$ cat config.mk
export PLATFORM = sky130hd
export DESIGN_NAME = state_polytomsg_masked_bitpack
export DESIGN_NICKNAME = d
export VERILOG_FILES = /design/src/rtl/state_polytomsg_masked_bitpack.sv
export SDC_FILE = /design/constraint.sdc
export NUM_CORES = 1
export LEC_CHECK = 0
export ABC_AREA = 1
export CAP_MARGIN = 25
export CORE_ASPECT_RATIO = 0.6
export CORE_MARGIN = 2
export CORE_UTILIZATION = 58
export CTS_CLUSTER_SIZE = 16
export DETAILED_ROUTE_END_ITERATION = 10
export GPL_TIMING_DRIVEN = 0
export PLACE_DENSITY = 0.75
export SLEW_MARGIN = 20
export SYNTH_ARGS = -nofsm -noshare
export SYNTH_HDL_FRONTEND = slang
export SYNTH_SLANG_ARGS = --single-unit
$ cat constraint.sdc
create_clock -name clk -period 3.2 [get_ports clk]
set_input_delay 0.8 -clock clk [delete_from_list [all_inputs] [get_ports clk]]
set_output_delay 0.8 -clock clk [all_outputs]
set_load 0.01 [all_outputs]
$ cat src/rtl/state_polytomsg_masked_bitpack.sv
// rtl/state_polytomsg_masked_bitpack.sv - masked A2B, message-bit extraction and byte packing for poly_tomsg
module state_polytomsg_masked_bitpack #(
    parameter int KYBER_N    = 256,
    parameter int COEFF_SZ   = 16,
    parameter int QBITS2     = 13,
    parameter int A2B_LAT    = 8,
    parameter int FIFO_DEPTH = 8,
    parameter int RAND_SZ    = 32
) (
    input  logic                clk,
    input  logic                rst_n,
    input  logic                start,
    input  logic                in_valid,
    output logic                in_ready,
    input  logic [COEFF_SZ-1:0] a1,
    input  logic [COEFF_SZ-1:0] a2,
    input  logic [RAND_SZ-1:0]  PRNG_data,
    output logic                out_valid,
    input  logic                out_ready,
    output logic [7:0]          m1,
    output logic [7:0]          m2,
    output logic [4:0]          m_idx,
    output logic                done,
    output logic                overflow
);
    localparam int PW      = $clog2(FIFO_DEPTH);
    localparam int RESERVE = (A2B_LAT + 7) / 8 + 1;
    localparam int EW      = 8 + 8 + 5;
    localparam logic [PW:0] CNT_ONE  = (PW+1)'(1);
    localparam logic [PW:0] CNT_FULL = (PW+1)'(FIFO_DEPTH);
    localparam logic [PW:0] CNT_RES  = (PW+1)'(RESERVE);

    typedef enum logic [1:0] {S_IDLE, S_RUN, S_DRAIN, S_DONE} state_t;
    state_t state, state_nxt;

    logic              accept, data_valid, push, pop, wr_en, fifo_full, clr;
    logic [8:0]        coeff_cnt;
    logic [4:0]        push_cnt, pop_cnt;
    logic [2:0]        bit_j;
    logic [7:0]        acc1, acc2, full1, full2;
    logic              push_pend;
    logic [QBITS2-1:0] a2b_r, a2b_sum;
    logic [QBITS2-1:0] pipe_b1 [A2B_LAT];
    logic [QBITS2-1:0] pipe_b2 [A2B_LAT];
    logic [A2B_LAT-1:0] pipe_v;
    logic              b1_bit, b2_bit;
    logic [EW-1:0]     mem [FIFO_DEPTH];
    logic [EW-1:0]     head, last_head;
    logic [PW-1:0]     rd_ptr, wr_ptr;
    logic [PW:0]       fifo_cnt;
    logic              unused_bits;

    assign accept  = in_valid & in_ready;
    assign clr     = (state == S_IDLE) & start;
    assign a2b_r   = PRNG_data[16 +: QBITS2];
    assign a2b_sum = a1[QBITS2-1:0] + a2[QBITS2-1:0];

    // A2B: b1 is fresh randomness, b2 = sum ^ b1, carried through a fixed-latency pipe.
    always_ff @(posedge clk or negedge rst_n) begin
        if (!rst_n) begin
            pipe_v <= '0;
            for (int k = 0; k < A2B_LAT; k++) begin
                pipe_b1[k] <= '0;
                pipe_b2[k] <= '0;
            end
        end else begin
            pipe_v     <= {pipe_v[A2B_LAT-2:0], accept};
            pipe_b1[0] <= a2b_r;
            pipe_b2[0] <= a2b_sum ^ a2b_r;
            for (int k = 1; k < A2B_LAT; k++) begin
                pipe_b1[k] <= pipe_b1[k-1];
                pipe_b2[k] <= pipe_b2[k-1];
            end
        end
    end

    // Gating with the FSM flushes anything left in the pipe from an aborted run.
    assign data_valid = pipe_v[A2B_LAT-1] & ((state == S_RUN) | (state == S_DRAIN));
    assign b1_bit     = pipe_b1[A2B_LAT-1][QBITS2-1];
    assign b2_bit     = pipe_b2[A2B_LAT-1][QBITS2-1];

    always_ff @(posedge clk or negedge rst_n) begin
        if (!rst_n) begin
            acc1 <= '0; acc2 <= '0; full1 <= '0; full2 <= '0;
            bit_j <= '0; push_pend <= 1'b0;
        end else if (clr) begin
            acc1 <= '0; acc2 <= '0; full1 <= '0; full2 <= '0;
            bit_j <= '0; push_pend <= 1'b0;
        end else begin
            push_pend <= 1'b0;
            if (data_valid) begin
                bit_j <= bit_j + 3'd1;
                if (bit_j == 3'd7) begin
                    full1     <= {b1_bit, acc1[6:0]};
                    full2     <= {b2_bit, acc2[6:0]};
                    acc1      <= '0;
                    acc2      <= '0;
                    push_pend <= 1'b1;
                end else begin
                    acc1[bit_j] <= b1_bit;
                    acc2[bit_j] <= b2_bit;
                end
            end
        end
    end

    assign push = push_pend;

    always_ff @(posedge clk or negedge rst_n) begin
        if (!rst_n) begin
            coeff_cnt <= '0; push_cnt <= '0; pop_cnt <= '0;
        end else if (clr) begin
            coeff_cnt <= '0; push_cnt <= '0; pop_cnt <= '0;
        end else begin
            if (accept) coeff_cnt <= coeff_cnt + 9'd1;
            if (push)   push_cnt  <= push_cnt + 5'd1;
            if (pop)    pop_cnt   <= pop_cnt + 5'd1;
        end
    end

    // First-word fall-through FIFO; outputs hold the last popped entry while empty.
    assign out_valid = (fifo_cnt != '0);
    assign fifo_full = (fifo_cnt == CNT_FULL);
    assign pop       = out_valid & out_ready;
    assign wr_en     = push & (~fifo_full | pop);
    assign head      = mem[rd_ptr];
    assign {m1, m2, m_idx} = out_valid ? head : last_head;

    always_ff @(posedge clk) begin
        if (wr_en) mem[wr_ptr] <= {full1 ^ PRNG_data[7:0], full2 ^ PRNG_data[7:0], push_cnt};
    end

    always_ff @(posedge clk or negedge rst_n) begin
        if (!rst_n) begin
            rd_ptr <= '0; wr_ptr <= '0; fifo_cnt <= '0;
            last_head <= '0; overflow <= 1'b0;
        end else begin
            if (wr_en) wr_ptr <= wr_ptr + 1'b1;
            if (pop) begin
                rd_ptr    <= rd_ptr + 1'b1;
                last_head <= head;
            end
            if (wr_en & ~pop)      fifo_cnt <= fifo_cnt + CNT_ONE;
            else if (~wr_en & pop) fifo_cnt <= fifo_cnt - CNT_ONE;
            if (push & fifo_full & ~pop) overflow <= 1'b1;
        end
    end

    always_ff @(posedge clk or negedge rst_n) begin
        if (!rst_n) state <= S_IDLE;
        else        state <= state_nxt;
    end

    always_comb begin
        state_nxt = state;
        case (state)
            S_IDLE:  if (start) state_nxt = S_RUN;
            S_RUN:   if (accept && coeff_cnt == 9'(KYBER_N - 1)) state_nxt = S_DRAIN;
            S_DRAIN: if (pop && pop_cnt == 5'(KYBER_N / 8 - 1)) state_nxt = S_DONE;
            default: state_nxt = S_IDLE;
        endcase
    end

    always_comb begin
        in_ready = 1'b0;
        done     = 1'b0;
        if (state == S_RUN)  in_ready = ((CNT_FULL - fifo_cnt) > CNT_RES);
        if (state == S_DONE) done = 1'b1;
    end

    assign unused_bits = ^{a1[COEFF_SZ-1:QBITS2], a2[COEFF_SZ-1:QBITS2], PRNG_data[RAND_SZ-1:16+QBITS2],
                           PRNG_data[15:8], pipe_b1[A2B_LAT-1][QBITS2-2:0], pipe_b2[A2B_LAT-1][QBITS2-2:0]};
endmodule

==> impl_results.rst <==
.. list-table::
   :header-rows: 1

   * - Metric
     - Value
   * - Clock transition at path regs
     - 0.06 ns
   * - Mean instance size in the synthesized netlist
     - 11.3 um^2
   * - Count of non-filler cells in the finished layout
     - 1435
   * - Total Power
     - 0.0126 W
   * - Maximum ir drop on the vdd rail
     - 0.463 mV
   * - Final net count
     - 1243
   * - Synthesis-stage register bit count
     - 279
   * - Cell count after placement
     - 1383
   * - Antenna violations before repair
     - 0
   * - I/O pin cnt
     - 94
   * - WP data arrival
     - 2.36 ns
   * - Wirelength per Cell
     - 18.9 um
   * - Later-pin clock latency in the skew report
     - 0.53 ns
   * - Global routing usage summed across all routing layers
     - 26.2%
   * - Biggest fanout along the worst timing path
     - 10
   * - Share of async-settable or async-resettable flops after synthesis
     - 39.8%
   * - Overall routed net length
     - 27200 um
   * - Chain of cells forming the critical path
     - inv_2, buf_6, buf_6, nor2_1, o21ai_1, o21ai_4, o21ai_1, dlygate4sd2_1
   * - Sequential Area
     - 7830 um^2
   * - Slew HR
     - 39.9%
   * - Min-Delay Path Class
     - input port to asynchronous set/reset pin
   * - Worst Tran Pin Value
     - 0.899 ns
   * - Switch Pwr
     - 0.00476 W
   * - Run status
     - complete, no violations
   * - Crit path time final
     - 3.16 ns
   * - Number of global-route vias before repair
     - 7706
   * - Seq pwr share
     - 37.6%
   * - Post-route met1 wirelength
     - 12500 um
   * - Minimum hold slack
     - 0.152 ns
   * - Average via count per standard cell
     - 5.61
   * - Library cells used by synthesis
     - 34
   * - Highest metal layer used by the detailed router
     - met4
   * - Sequential share of the synthesized area
     - 66.3%
   * - Share of final-layout standard cells stronger than drive strength 1
     - 13.3%
   * - Pre-Repair DR Iteration Count
     - 5
   * - CTS Buf Count
     - 24
   * - Data required time of the critical path
     - 2.40 ns
   * - Unrepaired setup endpoints after global routing
     - true
   * - CTS Root Cell
     - clkbuf_16
   * - Cells taking the most area after synthesis
     - edfxtp_1, dfrtp_1, o21ai_1
   * - Core Region
     - 20000 um^2
   * - Global-route wire length before repair
     - 42900 um
   * - Synth top area share
     - 42.7%
   * - Final Cycle Share
     - 98.8%
   * - Slowest Stage Delay on Critical Path
     - 0.45 ns
   * - Worst setup path category
     - flip-flop to output pin
   * - Most instantiated flip-flop cell in the synthesis netlist
     - edfxtp_1
   * - Met2 WL
     - 11000 um
   * - Antenna Cells
     - 0
   * - Remaining design rule violation count
     - 0
   * - Sum of met3 wire segment lengths after detailed routing
     - 3290 um
   * - RePlAce Congestion
     - 0.862
   * - Proportion of power drawn by combinational gates
     - 40.0%
   * - Number of synthesized flops with an enable pin
     - 168
   * - Filler cell count
     - 1409
   * - Slowest stage cell, crit path
     - dfrtp_2
   * - Number of port buffers
     - 64
   * - Chip width
     - 188 um
   * - Number of hold violations in the final report
     - 0
   * - Maximum buffer depth of the clock tree
     - 3
   * - Setup violations, final
     - 0
   * - # Max-Cap Violations
     - 0
   * - Clock H-tree levels
     - 1
   * - TritonCTS Sinks
     - 279
   * - Grt ovf
     - 0
   * - Layout overhead on the synthesized area
     - 18.0%
   * - Area of combinational cells with multiple inputs
     - 3640 um^2
   * - Die Footprint
     - 21500 um^2
   * - HPWL reported at the end of detailed placement
     - 18100 um
   * - Maximum achievable frequency
     - 316 MHz
   * - Net switching share of the total power
     - 37.7%
   * - Largest net degree at the start of global routing
     - 80
   * - Number of DRC markers in iteration 0
     - 671
   * - Number of rows in the core area
     - 40
   * - Pins over their slew limit
     - 0
   * - Number of antenna-violating nets in the routed design
     - 0
   * - Synthesized netlist net count
     - 1142
   * - TritonCTS clock tree
     - done
   * - Kind of start point of the critical path
     - flip-flop
   * - Post-synthesis cell type with the largest combined area
     - edfxtp_1
   * - Post-synthesis cell count
     - 1043
   * - Final TNS setup
     - 0 ns
   * - Number of warnings reported in the yosys synthesis log
     - 0
   * - Reg2reg setup slack
     - 0.30 ns
   * - Power per cell area
     - 906 nW/um^2
   * - Clk network pwr share
     - 22.4%
   * - Final clock skew
     - 0.0173 ns
   * - Internal power
     - 0.00787 W
   * - Starting utilization of the core area
     - 59.1%
   * - Chip height
     - 114 um
   * - Routed via count
     - 8054
   * - Leakage power of the design
     - 5.51 nW
   * - Critical path endpoint category
     - output pin
   * - Hold buffers post-CTS
     - 0
   * - Combined area of all synthesized cells
     - 11800 um^2
==> worst max-delay path: cells and delay by family (launching register included) <==
kind | cells | cell delay [ns]
buffers and inverters | 4 | 0.69
AND/OR/NAND/NOR | 1 | 0.05
flip-flops | 1 | 0.45
AO/OA/AOI/OAI | 3 | 0.64
==> final timing paths <==
kind	from	endpoint	cells after the start
worst max-delay path	rd_ptr[0]	m1[5]	8
worst min-delay path	rst_n	pipe_b2[103]	1
worst max register to register	fifo_cnt[1]	fifo_cnt[3]	15
worst min register to register	pipe_b2[38]	pipe_b2[25]	0
max in group asynchronous	rst_n	fifo_cnt[1]	2
min in group clk	pipe_b2[38]	pipe_b2[25]	0
==> metal layers <==
layer / vias up / track usage [%]
met5: - / 0
met4: 0 / 4.78
met3: 40 / 8.70
met2: 362 / 36.8
met1: 3830 / 40.2
li1: 3822 / -
==> power by group through the flow <==
stage,clock (W),sequential [W],combinational [W]
2_1_floorplan,0,0.00475,0.00283
4_1_cts,0.00285,0.00475,0.00482
6_report,0.00283,0.00475,0.00504
5_1_grt,0.00301,0.00481,0.00552
3_5_place_dp,0,0.00482,0.00465
3_3_place_gp,0,0.00480,0.00454
==> final cells by class <==
cell class              count  share of cell area, %
flip-flops and latches    279                   56.2
clock buffers              32                   4.53
multi-input cells         655                   26.1
inverters                  62                   1.67
well taps                 273                   2.45
plain buffers              46                   2.64
repair buffers             76                   5.55
clock inverters            12                  0.844
==> layout by cell type (no fill, tap or decap), types with 17 or more instances in the layout <==
cell type,synthesis,final
clkbuf_16,0,24
clkdlybuf4s50_1,0,42
dfrtp_1,111,109
dlygate4sd2_1,0,17
edfxtp_1,168,168
ha_1,29,29
inv_1,55,54
nand2_1,135,135
nand3_1,20,20
nor2_1,157,148
o21ai_0,85,84
o21ai_1,119,99
o21ai_2,0,18
xor2_1,24,24
==> registers in the layout (all words and copies together), names as in the netlist, 7 cells and up <==
name,cells
acc2,7
pipe_v,8
acc1,7
full2,8
pipe_b2,7
last_head,21
coeff_cnt,9
pipe_b1,7
mem,168
full1,8
==> synth_stat cells (2+ instances only) <==
| cell | n |
|---|---|
| a21oi_1 | 10 |
| a22o_1 | 2 |
| buf_1 | 2 |
| buf_2 | 18 |
| buf_4 | 3 |
| buf_6 | 8 |
| clkbuf_1 | 15 |
| dfrtp_1 | 111 |
| edfxtp_1 | 168 |
| ha_1 | 29 |
| inv_1 | 55 |
| inv_2 | 7 |
| nand2_1 | 135 |
| nand2_2 | 3 |
| nand3_1 | 20 |
| nand4_1 | 11 |
| nor2_1 | 157 |
| nor2_4 | 4 |
| nor3_1 | 11 |
| o211ai_1 | 8 |
| o211ai_2 | 13 |
| o21ai_0 | 85 |
| o21ai_1 | 119 |
| o21bai_1 | 2 |
| o22ai_1 | 11 |
| or2_2 | 2 |
| xnor2_1 | 4 |
| xor2_1 | 24 |
==> cells by family after synthesis <==
group	count (synthesis)	share of synthesized area, %
AND/OR/NAND/NOR	345	12.1
flip-flops	279	66.3
AO/OA/AOI/OAI	252	12.0
buffers and inverters	109	4.27
adder cells (fa/ha/maj)	30	3.24
XOR/XNOR	28	2.08
==> stage by stage <==
| stage | utilization [%] | cell area [um^2] | setup WS, ns |
|---|---|---|---|
| after global placement | 64.0 | 12800 | -2.90 |
| after global routing | 69.7 | 13900 | -0.0449 |
| after CTS | 69.4 | 13900 | -0.0674 |
| final | 69.7 | 13900 | 0.0390 |
| after floorplan | - | 11800 | 0.500 |
| after detailed placement | 64.7 | 12900 | 0.00437 |
==> repair_timing <==
action	CTS	global route
cloned	0	0
endpoints found under the setup margin	22	10
gates resized for setup	80	14
pin swaps	8	5
setup buffers	5	4
Note: power is estimated with default switching activity, not from simulation.
